<file path="config.mk">
export PLATFORM = sky130hd
export DESIGN_NAME = evr_rx_decoder
export DESIGN_NICKNAME = d
export VERILOG_FILES = /design/src/rtl/evr_rx_decoder_pkg.sv /design/src/rtl/evr_rx_decoder_link_fsm.sv /design/src/rtl/evr_rx_decoder.sv
export SDC_FILE = /design/constraint.sdc
export NUM_CORES = 1
export LEC_CHECK = 0
export BUFFER_PORTS_ARGS = -buffer_cell sky130_fd_sc_hd__buf_2
export CAP_MARGIN = 20
export CORE_AREA = 2 2 144 118
export DETAILED_ROUTE_END_ITERATION = 8
export DIE_AREA = 0 0 146 120
export PLACE_DENSITY = 0.67
export SLEW_MARGIN = 20
export SYNTH_ARGS = -nofsm -noshare
export SYNTH_HDL_FRONTEND = slang
export SYNTH_SLANG_ARGS = --single-unit
</file>
<file path="constraint.sdc">
create_clock -name evrRxClk -period 4.7 [get_ports evrRxClk]
set_input_delay 0.235 -clock evrRxClk [delete_from_list [all_inputs] [get_ports evrRxClk]]
set_output_delay 0.235 -clock evrRxClk [all_outputs]
set_load 0.03 [all_outputs]
</file>
<file path="src/rtl/evr_rx_decoder_pkg.sv">
// Shared event-system package used by the EVG and EVR sides.
// Holds the timing-system event codes, the 8b10b comma character and
// the receiver link-state encoding.
package evr_rx_decoder_pkg;

    localparam logic [7:0] EVT_SEC_0     = 8'h70;  // shift a 0 into seconds
    localparam logic [7:0] EVT_SEC_1     = 8'h71;  // shift a 1 into seconds
    localparam logic [7:0] EVT_HEARTBEAT = 8'h7A;  // heartbeat
    localparam logic [7:0] EVT_PPS       = 8'h7D;  // latch seconds, PPS edge
    localparam logic [7:0] K28_5_COMMA   = 8'hBC;  // K28.5 comma character

    typedef enum logic [1:0] {
        LINK_LOS  = 2'd0,
        LINK_SYNC = 2'd1,
        LINK_UP   = 2'd2
    } link_state_e;

endpackage

</file>
<file path="src/rtl/evr_rx_decoder_link_fsm.sv">
// Link FSM for the EVR receiver: qualifies each 16-bit word, tracks
// LOS/SYNC/UP, watches comma spacing in UP and counts word errors.
// Ports:
//   clk, rst_n          clock, async active-low reset (already synchronised)
//   rx_code             low byte of the received word
//   rx_char_is_k        per-byte K flags
//   rx_code_err         per-byte code/disparity errors
//   link_up             state is UP
//   decode_en           good word received in UP that keeps the link UP
//   to_los              this word moves the link into LOS
//   error_count         saturating count of bad words seen in SYNC/UP
module evr_link_fsm
    import evr_rx_decoder_pkg::*;
#(
    parameter int unsigned COMMA_TIMEOUT = 1024
) (
    input  logic        clk,
    input  logic        rst_n,
    input  logic [7:0]  rx_code,
    input  logic [1:0]  rx_char_is_k,
    input  logic [1:0]  rx_code_err,
    output logic        link_up,
    output logic        decode_en,
    output logic        to_los,
    output logic [15:0] error_count
);

    localparam int unsigned CT_W = $clog2(COMMA_TIMEOUT + 1);

    link_state_e     state_q, state_d;
    logic [3:0]      sync_cnt_q, sync_cnt_d;
    logic [CT_W-1:0] nocomma_cnt_q, nocomma_cnt_d;
    logic [15:0]     err_cnt_q, err_cnt_d;
    logic            good_word;
    logic            comma;

    always_ff @(posedge clk or negedge rst_n) begin
        if (!rst_n) begin
            state_q       <= LINK_LOS;
            sync_cnt_q    <= '0;
            nocomma_cnt_q <= '0;
            err_cnt_q     <= '0;
        end else begin
            state_q       <= state_d;
            sync_cnt_q    <= sync_cnt_d;
            nocomma_cnt_q <= nocomma_cnt_d;
            err_cnt_q     <= err_cnt_d;
        end
    end

    // Next-state and counter logic
    always_comb begin
        good_word = (rx_code_err == 2'b00) && !rx_char_is_k[1] &&
                    (!rx_char_is_k[0] || (rx_code == K28_5_COMMA));
        comma     = good_word && rx_char_is_k[0];

        state_d    = state_q;
        sync_cnt_d = sync_cnt_q;
        err_cnt_d  = err_cnt_q;

        // Words since the last comma; saturates so it cannot wrap in LOS.
        if (comma)
            nocomma_cnt_d = '0;
        else if (nocomma_cnt_q != CT_W'(COMMA_TIMEOUT))
            nocomma_cnt_d = nocomma_cnt_q + 1'b1;
        else
            nocomma_cnt_d = nocomma_cnt_q;

        unique case (state_q)
            LINK_LOS: begin
                if (comma) begin
                    state_d    = LINK_SYNC;
                    sync_cnt_d = 4'd1;  // the comma itself is the first good word
                end
            end
            LINK_SYNC: begin
                if (!good_word)
                    state_d = LINK_LOS;
                else if (sync_cnt_q == 4'd15)
                    state_d = LINK_UP;
                else
                    sync_cnt_d = sync_cnt_q + 1'b1;
            end
            LINK_UP: begin
                if (!good_word || (nocomma_cnt_d == CT_W'(COMMA_TIMEOUT)))
                    state_d = LINK_LOS;
            end
            default: state_d = LINK_LOS;
        endcase

        if ((state_q != LINK_LOS) && !good_word && (err_cnt_q != 16'hFFFF))
            err_cnt_d = err_cnt_q + 1'b1;
    end

    // Outputs
    always_comb begin
        link_up     = (state_q == LINK_UP);
        to_los      = (state_q != LINK_LOS) && (state_d == LINK_LOS);
        decode_en   = (state_q == LINK_UP) && (state_d == LINK_UP);
        error_count = err_cnt_q;
    end

endmodule

</file>
<file path="src/rtl/evr_rx_decoder.sv">
// EVR receive decoder: turns the recovered 16-bit 8b10b word stream into
// event strobes, distributed bus, time-of-day seconds, PPS toggle and a
// heartbeat watchdog. Link tracking lives in evr_link_fsm.
// Ports:
//   evrRxClk, evrRxRst_n     recovered clock, async active-low reset
//   evrRxData/CharIsK/CodeErr  received word, K flags, code errors
//   evrLinkUp                link state UP
//   evrEventTDATA/TVALID     decoded event code and one-cycle strobe
//   evrDistributedBus        latched upper-byte distributed bus
//   evrSeconds/SecondsValid  last latched seconds and its completeness
//   evrPPStoggle             toggles on each PPS event
//   evrHeartbeatStrobe/Missing  heartbeat pulse and watchdog flag
//   evrErrorCount            saturating word-error count
module evr_rx_decoder
    import evr_rx_decoder_pkg::*;
#(
    parameter int unsigned TOD_SECONDS_WIDTH     = 32,
    parameter int unsigned DISTRIBUTED_BUS_WIDTH = 8,
    parameter int unsigned COMMA_TIMEOUT         = 1024,
    parameter int unsigned HEARTBEAT_TIMEOUT     = 250000000
) (
    input  logic                             evrRxClk,
    input  logic                             evrRxRst_n,
    input  logic [15:0]                      evrRxData,
    input  logic [1:0]                       evrRxCharIsK,
    input  logic [1:0]                       evrRxCodeErr,
    output logic                             evrLinkUp,
    output logic [7:0]                       evrEventTDATA,
    output logic                             evrEventTVALID,
    output logic [DISTRIBUTED_BUS_WIDTH-1:0] evrDistributedBus,
    output logic [TOD_SECONDS_WIDTH-1:0]     evrSeconds,
    output logic                             evrSecondsValid,
    output logic                             evrPPStoggle,
    output logic                             evrHeartbeatStrobe,
    output logic                             evrHeartbeatMissing,
    output logic [15:0]                      evrErrorCount
);

    localparam int unsigned SC_W = $clog2(TOD_SECONDS_WIDTH + 2);
    localparam int unsigned HB_W = $clog2(HEARTBEAT_TIMEOUT + 1);

    logic [1:0]                       rst_sync_q, rst_sync_d;
    logic                             rst_n_int;
    logic                             decode_en, to_los, ev_fire;
    logic [7:0]                       code;
    logic [7:0]                       tdata_q, tdata_d;
    logic                             tvalid_q, tvalid_d;
    logic [DISTRIBUTED_BUS_WIDTH-1:0] dbus_q, dbus_d;
    logic [TOD_SECONDS_WIDTH-1:0]     shift_q, shift_d, seconds_q, seconds_d;
    logic [SC_W-1:0]                  bit_cnt_q, bit_cnt_d;
    logic                             sec_valid_q, sec_valid_d;
    logic                             pps_q, pps_d;
    logic                             hb_strobe_q, hb_strobe_d;
    logic [HB_W-1:0]                  hb_cnt_q, hb_cnt_d;
    logic                             hb_missing_q, hb_missing_d;

    // Asserts asynchronously, releases two clocks after evrRxRst_n rises.
    always_ff @(posedge evrRxClk or negedge evrRxRst_n) begin
        if (!evrRxRst_n) rst_sync_q <= '0;
        else             rst_sync_q <= rst_sync_d;
    end
    assign rst_sync_d = {rst_sync_q[0], 1'b1};
    assign rst_n_int  = rst_sync_q[1];

    evr_link_fsm #(
        .COMMA_TIMEOUT (COMMA_TIMEOUT)
    ) u_link_fsm (
        .clk          (evrRxClk),
        .rst_n        (rst_n_int),
        .rx_code      (evrRxData[7:0]),
        .rx_char_is_k (evrRxCharIsK),
        .rx_code_err  (evrRxCodeErr),
        .link_up      (evrLinkUp),
        .decode_en    (decode_en),
        .to_los       (to_los),
        .error_count  (evrErrorCount)
    );

    always_ff @(posedge evrRxClk or negedge rst_n_int) begin
        if (!rst_n_int) begin
            tdata_q      <= '0;
            tvalid_q     <= 1'b0;
            dbus_q       <= '0;
            shift_q      <= '0;
            bit_cnt_q    <= '0;
            seconds_q    <= '0;
            sec_valid_q  <= 1'b0;
            pps_q        <= 1'b0;
            hb_strobe_q  <= 1'b0;
            hb_cnt_q     <= '0;
            hb_missing_q <= 1'b1;
        end else begin
            tdata_q      <= tdata_d;
            tvalid_q     <= tvalid_d;
            dbus_q       <= dbus_d;
            shift_q      <= shift_d;
            bit_cnt_q    <= bit_cnt_d;
            seconds_q    <= seconds_d;
            sec_valid_q  <= sec_valid_d;
            pps_q        <= pps_d;
            hb_strobe_q  <= hb_strobe_d;
            hb_cnt_q     <= hb_cnt_d;
            hb_missing_q <= hb_missing_d;
        end
    end

    always_comb begin
        code = evrRxData[7:0];
        // decode_en already implies a good word; K[0] here can only be a comma.
        ev_fire = decode_en && !evrRxCharIsK[0] && (code != 8'h00);

        tdata_d      = ev_fire ? code : tdata_q;
        tvalid_d     = ev_fire;
        dbus_d       = decode_en ? evrRxData[DISTRIBUTED_BUS_WIDTH+7:8] : dbus_q;
        shift_d      = shift_q;
        bit_cnt_d    = bit_cnt_q;
        seconds_d    = seconds_q;
        sec_valid_d  = sec_valid_q;
        pps_d        = pps_q;
        hb_strobe_d  = ev_fire && (code == EVT_HEARTBEAT);
        hb_cnt_d     = hb_cnt_q;
        hb_missing_d = hb_missing_q;

        if (to_los) begin
            shift_d   = '0;
            bit_cnt_d = '0;
        end else if (ev_fire) begin
            unique case (code)
                EVT_SEC_0, EVT_SEC_1: begin
                    shift_d = {shift_q[TOD_SECONDS_WIDTH-2:0], code[0]};
                    if (bit_cnt_q != SC_W'(TOD_SECONDS_WIDTH + 1))
                        bit_cnt_d = bit_cnt_q + 1'b1;
                end
                EVT_PPS: begin
                    seconds_d   = shift_q;
                    sec_valid_d = (bit_cnt_q == SC_W'(TOD_SECONDS_WIDTH));
                    shift_d     = '0;
                    bit_cnt_d   = '0;
                    pps_d       = ~pps_q;
                end
                default: ;
            endcase
        end

        // Watchdog: cycles since the last heartbeat, parked at the timeout.
        if (hb_strobe_d) begin
            hb_cnt_d     = '0;
            hb_missing_d = 1'b0;
        end else if (hb_cnt_q != HB_W'(HEARTBEAT_TIMEOUT)) begin
            hb_cnt_d = hb_cnt_q + 1'b1;
            if (hb_cnt_d == HB_W'(HEARTBEAT_TIMEOUT))
                hb_missing_d = 1'b1;
        end
    end

    assign evrEventTDATA       = tdata_q;
    assign evrEventTVALID      = tvalid_q;
    assign evrDistributedBus   = dbus_q;
    assign evrSeconds          = seconds_q;
    assign evrSecondsValid     = sec_valid_q;
    assign evrPPStoggle        = pps_q;
    assign evrHeartbeatStrobe  = hb_strobe_q;
    assign evrHeartbeatMissing = hb_missing_q;

endmodule

</file>
# Yosys cells after proc, flatten, opt, wreduce, memory -nomap -nowiden
# Cells that the tools add are included.
[word_totals]
ff_bits = 154
input_bits = 22
[op_classes]
addsub = 5
n_eq_ne = 20
mux = 23
n_bitwise = 2
reduce_logical = 31
[op_table]
columns = ["cell", "count"]
rows = [
  ["two-way mux 32 bit", 2],
  ["case mux 32 bit (2 select lines)", 1],
  ["two-way mux 28 bit", 2],
  ["equality test 8 x 7 -> 1 bit (second input constant)", 4],
  ["adder 28 x 1 -> 28 bit (second input constant)", 1],
  ["equality test 28 bit (second input constant)", 1],
  ["inequality test 28 bit (second input constant)", 1],
  ["two-way mux 11 bit", 2],
  ["two-way mux 6 bit", 3],
  ["adder 16 x 1 -> 16 bit (second input constant)", 1],
  ["inequality test 16 bit (second input constant)", 1],
  ["two-way mux 4 bit", 3],
  ["case mux 6 bit (2 select lines)", 1],
  ["adder 11 x 1 -> 11 bit (second input constant)", 1],
  ["equality test 11 bit (second input constant)", 1],
  ["inequality test 11 bit (second input constant)", 1],
  ["logical AND 1 bit", 10],
  ["nonzero test 2 bit", 5],
  ["equality test 8 bit (second input constant)", 1],
  ["two-way mux 2 bit", 4],
  ["case mux 4 bit (2 select lines)", 1],
  ["nonzero test 8 bit", 1],
  ["adder 6 x 1 -> 6 bit (second input constant)", 1],
  ["equality test 6 bit (second input constant)", 1],
  ["19 further kinds", 31],
]

# Depth between registers and ports, before layout
[depth]
ltp_word = 16
ltp_mapped = 11
mapped_depth_nobuf = 8

# Modules after synthesis
# From an unflattened synthesis, not the netlist that was laid out.
[hier_totals]
hier_cells = 614
area_unflattened_um2 = 7195.7
[by_module_without_submodules]
columns = ["mod", "n_inst", "cells_each", "area_per_inst_um2"]
rows = [
  ["evr_rx_decoder", 1, 428, 5341.4],
  ["evr_link_fsm", 1, 186, 1854.3],
]

# Worst setup path before layout
# OpenSTA, ideal clock, no wires.
[synth_path]
path_type = "flip-flop to flip-flop"
start = "reg u_link_fsm.nocomma_cnt_q[1]"
end = "reg seconds_q[24], in the netlist evrSeconds[24]"
setup_ns = 0.128
arrival_ns = 2.721
setup_slack_ns = 1.852
path_stages_with_launch = 12
n_path_buf = 3
cell_sequence = "dfrtp_1 -> ha_1 -> and3_1 -> buf_2 -> nand4_1 -> a211o_1 -> a221o_1 -> o21ai_4 -> or3b_1 -> buf_4 -> buf_6 -> mux2_1"
[synth_via]
elab_chain_len = 12
word_cells_on_any_way = 16
cone_classes = "1 x add/sub; 3 x eq/ne; 4 x mux; 1 x bitwise; 7 x reduce/logical"
[synth_rtl]
columns = ["element", "line", "rtl"]
rows = [
  ["start: declaration", "evr_rx_decoder_link_fsm.sv:32", "logic [CT_W-1:0] nocomma_cnt_q, nocomma_cnt_d;"],
  ["start signal: assignment", "evr_rx_decoder_link_fsm.sv:46", "nocomma_cnt_q <= nocomma_cnt_d;"],
  ["adder 11 x 1 -> 11 bit or inequality test 11 bit (tied branches)", "evr_rx_decoder_link_fsm.sv:65, evr_rx_decoder_link_fsm.sv:64", ""],
  ["two-way mux 11 bit *", "evr_rx_decoder_link_fsm.sv:64", "else if (nocomma_cnt_q != CT_W'(COMMA_TIMEOUT))"],
  ["two-way mux 11 bit *", "evr_rx_decoder_link_fsm.sv:62", "if (comma)"],
  ["equality test 11 bit *", "evr_rx_decoder_link_fsm.sv:85", "if (!good_word || (nocomma_cnt_d == CT_W'(COMMA_TIMEOUT)))"],
  ["logical OR 1 bit *", "evr_rx_decoder_link_fsm.sv:85", ""],
  ["two-way mux 2 bit *", "evr_rx_decoder_link_fsm.sv:85", ""],
  ["case mux 2 bit (3 select lines) *", "evr_rx_decoder_link_fsm.sv:69", "unique case (state_q)"],
  ["equality test 2 bit", "evr_rx_decoder_link_fsm.sv:99", "decode_en = (state_q == LINK_UP) && (state_d == LINK_UP);"],
  ["logical AND 1 bit", "evr_rx_decoder_link_fsm.sv:99", ""],
  ["logical AND 1 bit (2 in a row)", "evr_rx_decoder.sv:110", "ev_fire = decode_en && !evrRxCharIsK[0] && (code != 8'h00);"],
  ["AND reduction 3 bit (no source line) *", "--", ""],
  ["end signal: assignment", "evr_rx_decoder.sv:98", "seconds_q <= seconds_d;"],
  ["end: declaration", "evr_rx_decoder.sv:49", "logic [TOD_SECONDS_WIDTH-1:0] shift_q, shift_d, seconds_q, seconds_d;"],
]
# Every way passes the cells marked *; elsewhere a longest branch is shown, timed or not.
# A chain may end at the register's enable or synchronous reset.

# Worst setup path after layout
[layout_path]
start = "reg u_link_fsm.nocomma_cnt_q[0]"
end = "reg seconds_q[0], in the netlist evrSeconds[0]"
# The elaborated chain is that of the path after synthesis.

==> results.yml <==
worst_setup_path:
  crit_path_end_kind: "flop"
  reg2reg_from: "u_link_fsm.nocomma_cnt_q[0]"
  r2r_slack_ns: 1.28
  r2r-end: "evrSeconds[0]"
  cp.required_ns: 5.00
  critPathMaxFanout: 34
  start_kind: "flop"
  crit_path_start: "u_link_fsm.nocomma_cnt_q[0]"
  worstRegToRegCells: 9
  critPathArrivalTime_ns: 3.72
  setup.worst_path.class: "flop to flop"
sta:
  fin_tns_setup_ns: 0
  rsz0062_at_grt: "no"
  tightest_slew_ns: 0.8316
  finalCritPeriodShare_pct: 72.69
  post-route-min-period_ns: 3.417
  setup_slack_ns: 1.283
  slew_headroom_pct: 43.13
  report.final.slew_viol_count: 0
  finClkSkew_ns: 0.007582
  setup_viol: 0
  hold_violations: 0
  max_freq_ghz: 0.2927
grt:
  antenna_found_initial: 0
  overflow: 0
  grtUsageTotal_pct: 18.36
  grt_pass1_wl_microns: 25790
  grt_max_degree: 79
  grt_pass1_vias: 5204
power:
  p_int_mw: 2.228
  power_switching_mw: 0.6809
  pwr-share-clk_pct: 45.8
  switching_share_pct: 23.41
  p_leak_nw: 4.015
  p_per_area_nw_per_um2: 345.9
  ir_worst_vdd_uv: 267.8
  p_comb_share_pct: 5.2
  p_seq_share_pct: 49.0
status:
  status: "completed"
finish:
  layout.nets: 756
  nFillCells: 1441
  multi_input_area_sq_um: 3094
  diodes: 0
  regArea_sq_um: 3859
  layout_common_cells: "dfrtp_1, buf_2, nor2_1"
  final_common_cell: "dfrtp_1"
  area_growth_pct: 17.62
  drive_gt1_share_pct: 21.85
yosys:
  synth_top_area_share_pct: 53.55
  postSynthNetCount: 669
  synth-main-ff-cell: "dfrtp_1"
  synth_area_sq_um: 7149
  yosys_warnings: 0
  synth_seq_cells: 154
  yosysSeqAreaShare_pct: 53.92
  synthDistinctLibCells: 68
  post-synth-top-area-cell: "dfrtp_1"
  synth_edf_count: 0
  synth_area_leaders: "dfrtp_1, mux2_1, a22o_1, xnor2_1, nor2_1"
  syn_area_per_cell_sq_um: 11.21
  async_flop_share_pct: 100.0
  syn_inst: 638
min_path:
  min_path_cells: 2
  whs_endpoint: "evrDistributedBus[2]"
  hold_path.class: "input port to flop"
  worstHoldStart: "evrRxData[10]"
die:
  initial_utilization_pct: 44.17
  rows: 42
  num_io_pins: 92
  coreArea_sq_um: 16190
  die_w_microns: 146
  die-area_sq_um: 17520
  die_y_microns: 120
placed_design:
  dp_hpwl_microns: 10470
  io_buffers: 91
  gp_congestion: 0.9287
  place_ws_ns: 1.323
routing:
  routed_via_density: 5.529
  ant_nets: 0
  vias: 5291
  post_drt_wl_per_cell_microns: 15.73
  drtPass1Iterations: 5
  drc: 0
  wl_microns: 15050
  drtIter0Drc: 459
cts:
  clk_latency_ns: 0.42
  clk_pin_slew_ns: 0.06
  clock_sinks: 154
  numCtsBuffers: 17
  cts_resized: 0
  clk_path_buf_depth: 2
  h-tree-depth: 4
  tritoncts: "built"
  post_cts_buffers: 0
  hold_buffers: 1
  clockRootBuffer: "clkbuf_16"
flow_run:
  maxCapViolations: 0
## layout make-up
| cell class | instances | share of cell area [%] |
|---|---|---|
| clock buffers | 21 | 5.475 |
| inverters | 17 | 0.7588 |
| well taps | 220 | 3.273 |
| multi-input cells | 436 | 36.80 |
| clock inverters | 10 | 1.413 |
| flip-flops and latches | 154 | 45.89 |
| repair buffers | 99 | 6.398 |
## critical path, cell delays in order, from the launching register on
cell,delay [ns]
dfrtp_1,0.48
ha_1,0.31
and3_1,0.34
nand4_1,0.18
a211o_1,0.29
a221o_1,0.43
o21ai_4,0.30
or3b_1,0.17
buf_4,0.40
mux2_2,0.39
## through the flow
stage	utilization, %	total power [mW]	instances	area [sq um]	hold slack [ns]
after floorplan	-	1.545	638	7149	-0.06059
after global placement	48.14	1.584	924	7792	0.02058
after detailed placement	48.14	1.596	924	7792	0.02406
after CTS	51.79	2.941	956	8382	0.03430
after global routing	51.96	3.025	957	8409	0.03227
final	51.96	2.909	957	8409	0.04857
## logic make-up (layout without fill, tap and decap cells)
family / after synthesis / after routing / synth area share [%]
and+or+nand+nor: 221 / 221 / 16.14
adders and majority gates: 9 / 9 / 1.575
xor gates and xnor gates: 53 / 53 / 6.493
AOI/OAI and AO/OA: 101 / 101 / 10.80
other: 1 / 1 / 0.05245
muxes: 51 / 51 / 7.980
DFF: 154 / 154 / 53.92
buffers and inverters: 48 / 147 / 3.045
## how the worst max path moves through the flow
stage	to	slack (ns)	cells after the start
2_1_floorplan	bit_cnt_q[0]	0.09	0
3_3_place_gp	evrSeconds[3]	1.48	9
3_5_place_dp	evrSeconds[0]	1.32	9
4_1_cts	evrSeconds[0]	1.32	9
5_1_grt	evrSeconds[30]	1.09	9
6_report	evrSeconds[0]	1.28	9
## layer usage
metal / routed length [microns] / track usage, % / up-vias / share of wire [%]
met5: 0 / 0 / - / 0
met4: 425 / 9.041 / 0 / 2.8
met3: 757 / 4.144 / 32 / 5.0
met2: 6909 / 28.36 / 155 / 46
met1: 6959 / 24.60 / 2639 / 46
li1: - / - / 2465 / -
## sequential cells by signal, indices dropped and copies added, names as in the netlist
signal                    count
bit_cnt_q                     6
hb_cnt_q                     28
shift_q                      32
rst_sync_q                    2
evrHeartbeatMissing           1
u_link_fsm.sync_cnt_q         4
evrSeconds                   32
evrEventTVALID                1
u_link_fsm.error_count       16
u_link_fsm.state_q            2
u_link_fsm.nocomma_cnt_q     11
evrHeartbeatStrobe            1
evrPPStoggle                  1
evrDistributedBus             8
evrSecondsValid               1
evrEventTDATA                 8
## power by group through the flow
| stage | logic [mW] | registers (mW) | clock network (mW) |
|---|---|---|---|
| after global placement | 0.133 | 1.45 | 0 |
| after global routing | 0.170 | 1.43 | 1.43 |
| after detailed placement | 0.141 | 1.45 | 0 |
| after CTS | 0.142 | 1.43 | 1.37 |
| final | 0.152 | 1.42 | 1.33 |
| after floorplan | 0.113 | 1.43 | 0 |
## synthesized netlist by cell type, drive strengths merged (4+ instances only)
master  count
o21a        5
nand3      31
o21ai      13
and3       10
xor2       25
buf        13
a22o       33
nand4      14
nor2       62
xnor2      28
nor4        8
nor4b       9
or3         4
dfrtp     153
nor3       12
nand2      41
o31a        4
a21oi      11
inv        17
and2        4
mux2       48
a31oi       7
nand2b      7
ha          9
and4        8
clkbuf     18
(Power assumes the default switching activity.)
